## config.mk

```make
export PLATFORM = sky130hd
export DESIGN_NAME = spi_frame_decoder
export DESIGN_NICKNAME = d
export VERILOG_FILES = /design/src/rtl/spi_frame_decoder.sv
export SDC_FILE = /design/constraint.sdc
export NUM_CORES = 1
export LEC_CHECK = 0
export ABC_AREA = 1
export CAP_MARGIN = 20
export CORE_MARGIN = 5
export CORE_UTILIZATION = 35
export CTS_CLUSTER_DIAMETER = 120
export CTS_CLUSTER_SIZE = 30
export DETAILED_ROUTE_END_ITERATION = 8
export MAX_ROUTING_LAYER = met4
export PLACE_DENSITY = 0.57
export RECOVER_POWER = 100
export SYNTH_ARGS = -nofsm -noshare
export SYNTH_HDL_FRONTEND = slang
export SYNTH_SLANG_ARGS = --single-unit
```

## constraint.sdc

```tcl
create_clock -name clk -period 1.6 [get_ports clk]
set_clock_uncertainty 0.2 [all_clocks]
set_input_delay 0.16 -clock clk [delete_from_list [all_inputs] [get_ports clk]]
set_output_delay 0.16 -clock clk [all_outputs]
set_load 0.05 [all_outputs]
```

## src/rtl/spi_frame_decoder.sv

```systemverilog
// rtl/spi_frame_decoder.sv - synchronizes SPI chip-enable and decodes SYNC/CMD/ARG/CHECKSUM frames
module spi_frame_decoder #(
    parameter logic [7:0] SYNC_BYTE      = 8'hA5,
    parameter int         TIMEOUT_CYCLES = 100000
) (
    input  logic       clk,
    input  logic       reset,
    input  logic       ce,
    input  logic [7:0] spi_data,
    output logic       byte_stb,
    output logic       cmd_valid,
    output logic [7:0] cmd,
    output logic [7:0] arg,
    output logic       frame_err,
    output logic [7:0] err_count
);

    localparam int            CW   = (TIMEOUT_CYCLES > 2) ? $clog2(TIMEOUT_CYCLES) : 1;
    localparam logic [CW-1:0] TMAX = CW'(TIMEOUT_CYCLES - 1);

    typedef enum logic [1:0] {WAIT_SYNC, GET_CMD, GET_ARG, GET_CSUM} state_t;

    state_t        state_q, state_d;
    logic          ce_s1_q, ce_s2_q, ce_s3_q;
    logic          byte_stb_q, byte_stb_d;
    logic [7:0]    byte_q, byte_d;
    logic [7:0]    cmd_tmp_q, cmd_tmp_d, arg_tmp_q, arg_tmp_d;
    logic [7:0]    cmd_q, cmd_d, arg_q, arg_d;
    logic          cmd_valid_q, cmd_valid_d;
    logic          frame_err_q, frame_err_d;
    logic [7:0]    err_count_q, err_count_d;
    logic [CW-1:0] tcnt_q, tcnt_d;
    logic          byte_evt, err_inc;

    // Falling edge of the synchronized chip-enable marks a completed byte.
    assign byte_evt = ~ce_s2_q & ce_s3_q;

    always_comb begin
        state_d     = state_q;
        byte_stb_d  = byte_evt;
        byte_d      = byte_evt ? spi_data : byte_q;
        cmd_tmp_d   = cmd_tmp_q;
        arg_tmp_d   = arg_tmp_q;
        cmd_d       = cmd_q;
        arg_d       = arg_q;
        cmd_valid_d = 1'b0;
        frame_err_d = 1'b0;
        err_inc     = 1'b0;
        tcnt_d      = tcnt_q;

        // A byte arriving on the timeout cycle takes precedence over the timeout.
        if (byte_stb_q) begin
            tcnt_d = '0;
            unique case (state_q)
                WAIT_SYNC: if (byte_q == SYNC_BYTE) state_d = GET_CMD;
                GET_CMD: begin
                    cmd_tmp_d = byte_q;
                    state_d   = GET_ARG;
                end
                GET_ARG: begin
                    arg_tmp_d = byte_q;
                    state_d   = GET_CSUM;
                end
                GET_CSUM: begin
                    if (byte_q == (SYNC_BYTE ^ cmd_tmp_q ^ arg_tmp_q)) begin
                        cmd_d       = cmd_tmp_q;
                        arg_d       = arg_tmp_q;
                        cmd_valid_d = 1'b1;
                    end else begin
                        frame_err_d = 1'b1;
                        err_inc     = 1'b1;
                    end
                    state_d = WAIT_SYNC;
                end
                default: state_d = WAIT_SYNC;
            endcase
        end else if (state_q != WAIT_SYNC && tcnt_q == TMAX) begin
            state_d     = WAIT_SYNC;
            frame_err_d = 1'b1;
            err_inc     = 1'b1;
            tcnt_d      = '0;
        end else if (state_q == WAIT_SYNC) begin
            tcnt_d = '0;
        end else begin
            tcnt_d = tcnt_q + CW'(1);
        end

        err_count_d = (err_inc && err_count_q != 8'hFF) ? err_count_q + 8'd1 : err_count_q;
    end

    always_ff @(posedge clk or negedge reset) begin
        if (!reset) begin
            state_q     <= WAIT_SYNC;
            ce_s1_q     <= 1'b0;
            ce_s2_q     <= 1'b0;
            ce_s3_q     <= 1'b0;
            byte_stb_q  <= 1'b0;
            byte_q      <= 8'h00;
            cmd_tmp_q   <= 8'h00;
            arg_tmp_q   <= 8'h00;
            cmd_q       <= 8'h00;
            arg_q       <= 8'h00;
            cmd_valid_q <= 1'b0;
            frame_err_q <= 1'b0;
            err_count_q <= 8'h00;
            tcnt_q      <= '0;
        end else begin
            state_q     <= state_d;
            ce_s1_q     <= ce;
            ce_s2_q     <= ce_s1_q;
            ce_s3_q     <= ce_s2_q;
            byte_stb_q  <= byte_stb_d;
            byte_q      <= byte_d;
            cmd_tmp_q   <= cmd_tmp_d;
            arg_tmp_q   <= arg_tmp_d;
            cmd_q       <= cmd_d;
            arg_q       <= arg_d;
            cmd_valid_q <= cmd_valid_d;
            frame_err_q <= frame_err_d;
            err_count_q <= err_count_d;
            tcnt_q      <= tcnt_d;
        end
    end

    assign byte_stb  = byte_stb_q;
    assign cmd_valid = cmd_valid_q;
    assign cmd       = cmd_q;
    assign arg       = arg_q;
    assign frame_err = frame_err_q;
    assign err_count = err_count_q;

endmodule

```

**Word level (Yosys, flattened, before mapping)**

Cells that the tools add are included.

- Bits of input ports: 11
- Logic and storage cells: 51
- Output and inout bits: 27
- Register bits after elaboration: 73

- Reduce and logical (&&, ||, !) cells: 9
- Multiplexer cells: 14
- Bitwise logic cells: 4
- Equality and inequality tests: 8
- Add/subtract/negate cells: 2

Operators with widths:

| operator | number |
|---|---|
| $mux 17 | 3 |
| $add 17x1->17 const B | 1 |
| $eq 17x17->1 const B | 1 |
| $add 8x1->8 const B | 1 |
| $eq 8x8->1 | 1 |
| $eq 8x8->1 const B | 1 |
| $ne 8x8->1 const B | 1 |
| $pmux 2 s4 | 1 |
| $xor 8x8->8 | 1 |
| $mux 1 | 7 |
| $mux 2 | 3 |
| $reduce_and 2->1 | 3 |
| $eq 2x2->1 const B | 2 |
| $not 4->4 | 1 |
| $reduce_bool 2->1 | 2 |
| $ne 3x3->1 const B | 1 |
| $reduce_and 3->1 | 1 |
| $eq 2x1->1 const B | 1 |
| $logic_and 1x1->1 | 2 |
| $logic_not 2->1 | 1 |
| $and 1x1->1 | 1 |
| $not 1->1 | 1 |

**Longest topological paths before layout**

Gate-level depths: netlist of run 1.

- Word-level depth: 7
- Mapped depth: 13
- Gate-level depth less buffers: 13

**Worst setup path after synthesis of run 1**

Ideal clock, no wire load.

- Path type: register -> register
- From: register err_count_q[0] (netlist: err_count[0])
- To: register err_count_q[6] (netlist: err_count[6])
- Data required time: 1335 ps
- Buffers on the path: 0
- Data arrival time: 1762 ps
- Cell stages (with the launch flop): 8
- Setup time: 65 ps
- Clock period less this slack: 2027 ps
- Path slack: -427 ps
- Path through: dfrtp_1 -> ha_1 -> nand3_1 -> nor3b_2 -> nand3_2 -> nand2_4 -> nand2_1 -> nand2_1

- Word-level cells in the longest chain between the ends: 2
- Elaborated cells between the ends (all ways): 3
- Classes of those cells: add/sub: 1; eq/ne: 1; reduce/logical: 1

RTL lines:

| item | line | source |
|---|---|---|
| start, declared | 31 | `logic [7:0] err_count_q, err_count_d;` |
| start signal, assigned | 120 | `err_count_q <= err_count_d;` |
| parallel branches: the longest is 2 deep, another holds $add 8x1->8 | -- |  |

Several ways; the timed one is not identified.
A chain may end at the register's enable or synchronous reset.

**Worst setup path in the final report of run 1**

- From: register state_q[0]
- To: register err_count_q[0] (netlist: err_count[0])

- Word-level cells in the longest chain between the ends: 5
- Elaborated cells between the ends (all ways): 7
- Classes of those cells: eq/ne: 1; mux: 3; reduce/logical: 3

RTL lines:

| item | line | source |
|---|---|---|
| start, declared | 23 | `state_t state_q, state_d;` |
| start signal, assigned | 108 | `state_q <= state_d;` |
| $reduce_bool 2->1 | 77 | `end else if (state_q != WAIT_SYNC && tcnt_q == TMAX) begin` |
| $logic_and 1x1->1 | 77 |  |
| $mux 1 | 77 |  |
| $mux 1 * | 52 | `if (byte_stb_q) begin` |
| via err_inc | 33 | `logic byte_evt, err_inc;` |
| $logic_and 1x1->1 * | 88 | `err_count_d = (err_inc && err_count_q != 8'hFF) ? err_count_q + 8'd1 : err_count_q;` |

Mark *: on every way through the listed nets, which the timed path passes. The rest lies on a longest branch.

==> summary.md, run 1 <==
| Metric | Value |
|---|---|
| Worst min-delay path category | `register to register` |
| RD Place Congestion | `between 0.8 and 0.9` |
| Mapped Avg Cell Area | `approximately 8.5 um2` |
| Asr flop ratio synth | `1.00` |
| Initial antenna violation count | `0` |
| Post-synth EDFFs | `0` |
| Synth Cell Area | `roughly 3600 um2` |
| Initial drt markers | `between 100 and 150` |
| Die ar. | `between 10000 and 15000 um2` |
| RSZ-0062 raised after global routing | `yes` |
| Chip Height | `111 um` |
| Critical Path, Cell by Cell | `inv_2 > ha_4 > inv_2 > nand4_1 > nor2_1 > nand4_1 > buf_6 > nand2_8 > nand2_8 > nand2_4 > nand2_2` |
| Setup slack after layout | `-0.250 ns` |
| H-tree lvl count | `3` |
| DP Cell Count | `664` |
| DR WL/cell | `13.2 um` |
| Crit path max fanout | `8` |
| Critical-path top delay cell | `dfrtp_1` |
| Fill cells | `roughly 870` |
| Post-route minimum period | `between 1.5 and 2 ns` |
| Setup violations, final | `44` |
| Share of the synthesized area in the top cell type | `0.512` |
| Setup slack at placement | `-0.197 ns` |
| Synth cell count leaders | `125 x nand2_1, 73 x dfrtp_1, 44 x inv_1` |
| Via count | `between 3000 and 4000` |
| Most common cell in the netlist | `nand2_1` |
| Crit end category | `register` |
| Main synth FF type | `dfrtp_1` |
| Share of layout cells above drive strength 1 | `0.463` |
| Status | `finished with violations` |
| Post-synth top area cell | `dfrtp_1` |
| Yosys warning count | `0` |
| Max incr delay on CP | `approximately 0.37 ns` |
| Footprint of the multi-input gates | `1870 um2` |
| # DRC | `0` |
| Min Hold Slack | `0.148 ns` |
| Vias in the first global route | `between 3000 and 4000` |
| Grt total ovfl | `0` |
| FP Rows | `36` |
| Clock transition at path regs | `about 0.070 ns` |
| Final Max Slew Viols | `0` |
| Post-synthesis cell type count | `31` |
| Die Span X | `about 110 um` |
| Ports | `38` |
| Largest net degree at the start of global routing | `28` |
| CTS buffer count | `9` |
| Max_cap viols | `0` |
| I/O Buffers | `37` |
| Cells after Synth | `about 420` |
| Achievable frequency | `around 540 MHz` |
| CP Class | `register to register` |
| Top cells by area in the synthesized netlist | `dfrtp_1 51%, nand2_1 13%, inv_1 4.6%` |
| Final ANT Viol Nets | `0` |
| Register area | `about 1800 um2` |
| Setup tns final | `-6.99 ns` |
| Nets | `588` |
| Worst-case clock buffer depth | `2` |
| Total core area | `9860 um2` |
| CTS Root Cell | `clkbuf_8` |
| CP startpoint kind | `register` |
| Hpwl dp | `between 6000 and 7000 um` |
| Initial Util | `0.362` |
| Sequential element share of the synthesized area | `0.512` |
| P_leak | `between 0.002 and 0.003 uW` |
| Synth Register Bits | `73` |
| Arr. time, crit path | `between 1.5 and 2 ns` |
| Hold Fails Final Rpt | `0` |
| Initial DRT Pass Iterations | `4` |
| DP Area | `approximately 5000 um2` |
| Worst-Margin Slew | `approximately 0.72 ns` |
| CP Data Required Time | `around 1.6 ns` |
| Synthesis-to-finish area growth | `53.7%` |
| Fin cells | `between 700 and 800` |
| Drt via density | `around 4.6` |
| Peak VDD IR | `~0.0005 V` |
| GRT Total Usage | `0.153` |
| Clk_lat worst skew | `approximately 0.35 ns` |
| Global-route wire length before repair | `approximately 15000 um` |
| Syn_nets | `approximately 440` |
| CTS sink cnt | `73` |
| Max_slew headroom | `0.521` |
| Antenna diode count | `0` |
| Final WL | `9340 um` |
| Post-layout instance area | `roughly 5500 um2` |
| Period utilisation layout | `1.16` |
| PD cells | `786 nW/um2` |
| Violated checks | `setup timing` |
| CTS tree | `yes` |
==> metrics by stage <==
step | power (uW) | utilization
after floorplan | 2290 | -
after global placement | 2590 | 0.506
after detailed placement | 2610 | 0.506
after CTS | 4280 | 0.545
after global routing | 4550 | 0.556
final | 4310 | 0.556
==> timing repair <==
| item | CTS | global route |
|---|---|---|
| pin swaps | 7 | 21 |
| hold endpoints to repair | 73 | 0 |
| setup buffers | 12 | 12 |
| hold buffers | 1 | 0 |
| resized for setup | 23 | 87 |
| cloned | 0 | 4 |
| setup endpoints to repair | 42 | 45 |
==> path summary, 6_finish.rpt <==
| kind | cells past startpoint | to | startpoint | slack (ns) |
|---|---|---|---|---|
| min in group asynchronous | 2 | cmd_valid$_DFF_PN0_ | reset | 0.20 |
| worst min register to register | 0 | ce_s2_q$_DFF_PN0_ | ce_s1_q$_DFF_PN0_ | 0.15 |
| worst max register to register | 11 | err_count[0]$_DFFE_PN0P_ | state_q[0]$_DFFE_PN0P_ | -0.25 |
| worst min-delay path | 0 | ce_s2_q$_DFF_PN0_ | ce_s1_q$_DFF_PN0_ | 0.15 |
| worst max-delay path | 11 | err_count[0]$_DFFE_PN0P_ | state_q[0]$_DFFE_PN0P_ | -0.25 |
| max in group asynchronous | 3 | byte_stb$_DFF_PN0_ | reset | 0.15 |
==> report_power, final <==
group | total [uW] | internal [uW] | switching [uW]
clock network | 1580 | 911 | 667
registers | 1990 | 1930 | 62.9
logic | 747 | 365 | 382
==> area by class of cell <==
class,count,area share
multi-input cells,288,0.341
flip-flops and latches,73,0.334
repair buffers,148,0.221
inverters,51,0.0349
well taps,133,0.0303
clock buffers,12,0.0264
clock inverters,3,0.0119
==> worst max-delay path: cells and delay by family, from the launching register on <==
kind          cells  cell delay (ns)
simple gates      7             0.72
flops             1             0.37
buf+inv           3             0.30
fa+ha+maj         1             0.16
==> metal layers <==
metal / track usage / wire [um]
met5: - / 0
met1: 0.189 / 4180
met2: 0.246 / 4720
met4: 0.0542 / 164
met3: 0.0360 / 283
==> kinds of logic after synthesis <==
logic type      after synthesis  share of synthesized area
flops                        73                      0.512
compound gates               45                     0.0764
buf+inv                      61                     0.0726
simple gates                221                      0.281
fa+ha+maj                     6                     0.0210
xor+xnor                     15                     0.0368
==> flip-flops by register name, summed over array words and instances, names as in the netlist <==
| register | count |
|---|---|
| arg | 8 |
| arg_tmp_q | 8 |
| byte_q | 8 |
| byte_stb | 1 |
| ce_s1_q | 1 |
| ce_s2_q | 1 |
| ce_s3_q | 1 |
| cmd | 8 |
| cmd_tmp_q | 8 |
| cmd_valid | 1 |
| err_count | 8 |
| frame_err | 1 |
| state_q | 2 |
| tcnt_q | 17 |
==> placed cells by master (no fill, tap or decap), drive strengths merged <==
cell type and count:
nand3 31, nand2 131, nor2 27, nor4 4, nor3 15, clkdlybuf4s50 8, dfrtp 73, o21ai 43
a21oi 1, clkinv 1, xnor2 3, o21a 1, or2 2, nor3b 2, nand4 10, xor2 12
inv 51, bufinv 2, buf 106, dlygate4sd3 2, ha 6, clkbuf 44
(Power assumes the default switching activity.)
==> inputs of run 2 (changes only) <==
--- a/config.mk
+++ b/config.mk
@@ -10,10 +10,8 @@
 export CORE_MARGIN = 5
 export CORE_UTILIZATION = 35
 export CTS_CLUSTER_DIAMETER = 120
-export CTS_CLUSTER_SIZE = 30
 export DETAILED_ROUTE_END_ITERATION = 8
 export MAX_ROUTING_LAYER = met4
-export PLACE_DENSITY = 0.57
 export RECOVER_POWER = 100
 export SYNTH_ARGS = -nofsm -noshare
 export SYNTH_HDL_FRONTEND = slang
==> summary.md, run 2 (synthesis gave the netlist of run 1 again) <==
| Metric | Value |
|---|---|
| Leading cell type in the layout, fill and taps excluded | `nand2_1` |
| Final ANT Viol Nets | `0 (unchanged)` |
| Crit end category | `register` |
| PD cells | `770 nW/um2 (-2.1%)` |
| Setup slack after layout | `-0.189 ns (+0.0613 ns)` |
| CP Class | `register to register` |
| CTS sink cnt | `73 (unchanged)` |
| RR Startpoint | `cmd_tmp_q[4]$_DFFE_PN0P_` |
| Largest register FFs | `17 (unchanged)` |
| Reg with most FFs | `tcnt_q` |
| Hpwl dp | `6260 um (+1.7%)` |
| Status | `finished with violations` |
| Initial Util | `0.362 (unchanged)` |
| Final WL | `9690 um (+3.7%)` |
| Worst-case clock buffer depth | `2 (unchanged)` |
| Post-layout instance area | `5580 um2 (+1.7%)` |
| Final Max Slew Viols | `0 (unchanged)` |
| Violated checks | `setup timing` |
| Flop2flop setup slack | `-0.19 ns (+0.06 ns)` |
| Clock transition at path regs | `0.08 ns (about the same)` |
| DR WL/cell | `13.6 um (+3.2%)` |
| Period utilisation layout | `1.12 (-0.0383)` |
| CTS buffer count | `9 (unchanged)` |
| CP startpoint kind | `register` |
| Via count | `3315 (+1.0%)` |
| RSZ-0062 raised after global routing | `yes` |
| Antenna diode count | `0 (unchanged)` |
| Critical path launch point | `cmd_tmp_q[4]$_DFFE_PN0P_` |
| Hold Fails Final Rpt | `0 (unchanged)` |
| Synthesis-to-finish area growth | `56.4%` |
| Post-route minimum period | `1.79 ns (-0.0613 ns)` |
| H-tree lvl count | `3 (unchanged)` |
| Achievable frequency | `559 MHz (+3.4%)` |
| Worst-Margin Slew | `0.682 ns (-0.0355 ns)` |
| Arr. time, crit path | `1.83 ns (-0.06 ns)` |
| Setup violations, final | `44 (unchanged)` |
| RD Place Congestion | `0.857 (-1.2%)` |
| Most frequent cells in the layout | `96 x nand2_1, 91 x buf_4, 65 x dfrtp_1` |
| Max_slew headroom | `0.545 (+0.0237)` |
| Drt via density | `4.66 (+0.58%)` |
| I/O Buffers | `37 (unchanged)` |
| Worst min-delay path category | `primary input to asynchronous set/reset pin` |
| Grt total ovfl | `0 (unchanged)` |
| Max_cap viols | `0 (unchanged)` |
| Nets | `590 (+0.34%)` |
| Pwr Total | `4300 uW (-0.39%)` |
| Clk_lat worst skew | `0.36 ns (about the same)` |
| CP Data Required Time | `1.64 ns (about the same)` |
| Ports | `38 (unchanged)` |
| Initial drt markers | `130 (+0.78%)` |
| # DRC | `0 (unchanged)` |
| Global-route wire length before repair | `16300 um (+9.5%)` |
| CTS Root Cell | `clkbuf_8` |
| Vias in the first global route | `3355 (+4.5%)` |
| Crit path max fanout | `5 (-3)` |
| P_leak | `0.00259 uW (+0.53%)` |
| Chip Height | `111 um (unchanged)` |
| FP Rows | `36 (unchanged)` |
| Die ar. | `12300 um2 (unchanged)` |
| DP Area | `4970 um2 (-0.55%)` |
| Initial antenna violation count | `0 (unchanged)` |
| Die Span X | `111 um (unchanged)` |
| Initial DRT Pass Iterations | `4 (unchanged)` |
| Share of layout cells above drive strength 1 | `0.474 (+0.0114)` |
| Peak VDD IR | `0.000622 V (+24%)` |
| Largest net degree at the start of global routing | `32 (+14%)` |
| CTS tree | `yes` |
| GRT Total Usage | `0.168 (+0.0144)` |
| Total core area | `9860 um2 (unchanged)` |
-- run 2: changes by cell type in the layout (fill, tap and decap cells not counted), sizes merged --
cell      delta
buf         +12
bufinv       -1
clkbuf       -9
clkinvlp     +3
inv          -1
nand2        -1
-- run 2: per-layer routing --
metal	vias to the layer above	wire [um]	GRT usage
li1	1664	-	-
met1	1577	4450	0.212
met2	61	4780	0.265
met3	13	314	0.0442
met4	0	144	0.0493
met5	-	0	-
-- run 2: critical path, cell delays in order (launching register included) --
cell	delay (ns)
dfrtp_1	0.42
inv_2	0.08
nand2_2	0.06
nand2_1	0.06
nand2_1	0.05
nand2_1	0.07
nand2_2	0.07
nor2_4	0.14
nand3_4	0.13
buf_6	0.16
buf_12	0.14
nand2_4	0.05
o21ai_1	0.05
-- run 2: final cells by class --
type | instances | area, um2
multi-input combinational | 287 | 1830
timing repair buffer | 151 | 1350
sequential | 73 | 1840
clock inverter | 4 | 52.6
clock buffer | 12 | 155
inverter | 51 | 196
fill | 848 | 4280
tap | 133 | 166
-- run 2: path summary, 6_finish.rpt --
kind                                   endpoint  cells after the start
max                          cmd[1]$_DFFE_PN0P_                     12
min                        tcnt_q[12]$_DFF_PN0_                      2
max reg2reg                  cmd[1]$_DFFE_PN0P_                     12
min reg2reg                   ce_s2_q$_DFF_PN0_                      0
max in group asynchronous    arg[3]$_DFFE_PN0P_                      3
min in group clk              ce_s1_q$_DFF_PN0_                      1
-- run 2: report_power, final --
part / switching, uW / leakage [uW] / internal (uW) / total, uW
logic: 396 / 0.00152 / 387 / 783
clock network: 719 / 0.0000948 / 806 / 1530
registers: 63.8 / 0.000984 / 1930 / 1990
-- run 2: repair_timing --
item | CTS | global route
pin swaps | 9 | 26
hold buffers | 1 | 0
buffers inserted | 15 | 13
resized for setup | 66 | 48
hold endpoints to repair | 73 | 0
gates cloned | 4 | 1
endpoints found under the setup margin | 42 | 47
-- run 2: per-stage QoR --
stage               TNS (ns)  setup WS (ns)  cells   util  hold WS, ns
finish                 -6.19         -0.189    711  0.566        0.147
global placement       -2.55         -0.120    662  0.503       -0.105
detailed placement     -3.69         -0.157    662  0.503       -0.110
floorplan              -1.45         -0.182    421      -       -0.336
CTS                    -4.13         -0.143    698  0.571       0.0120
global route          -11.11         -0.300    711  0.566        0.125
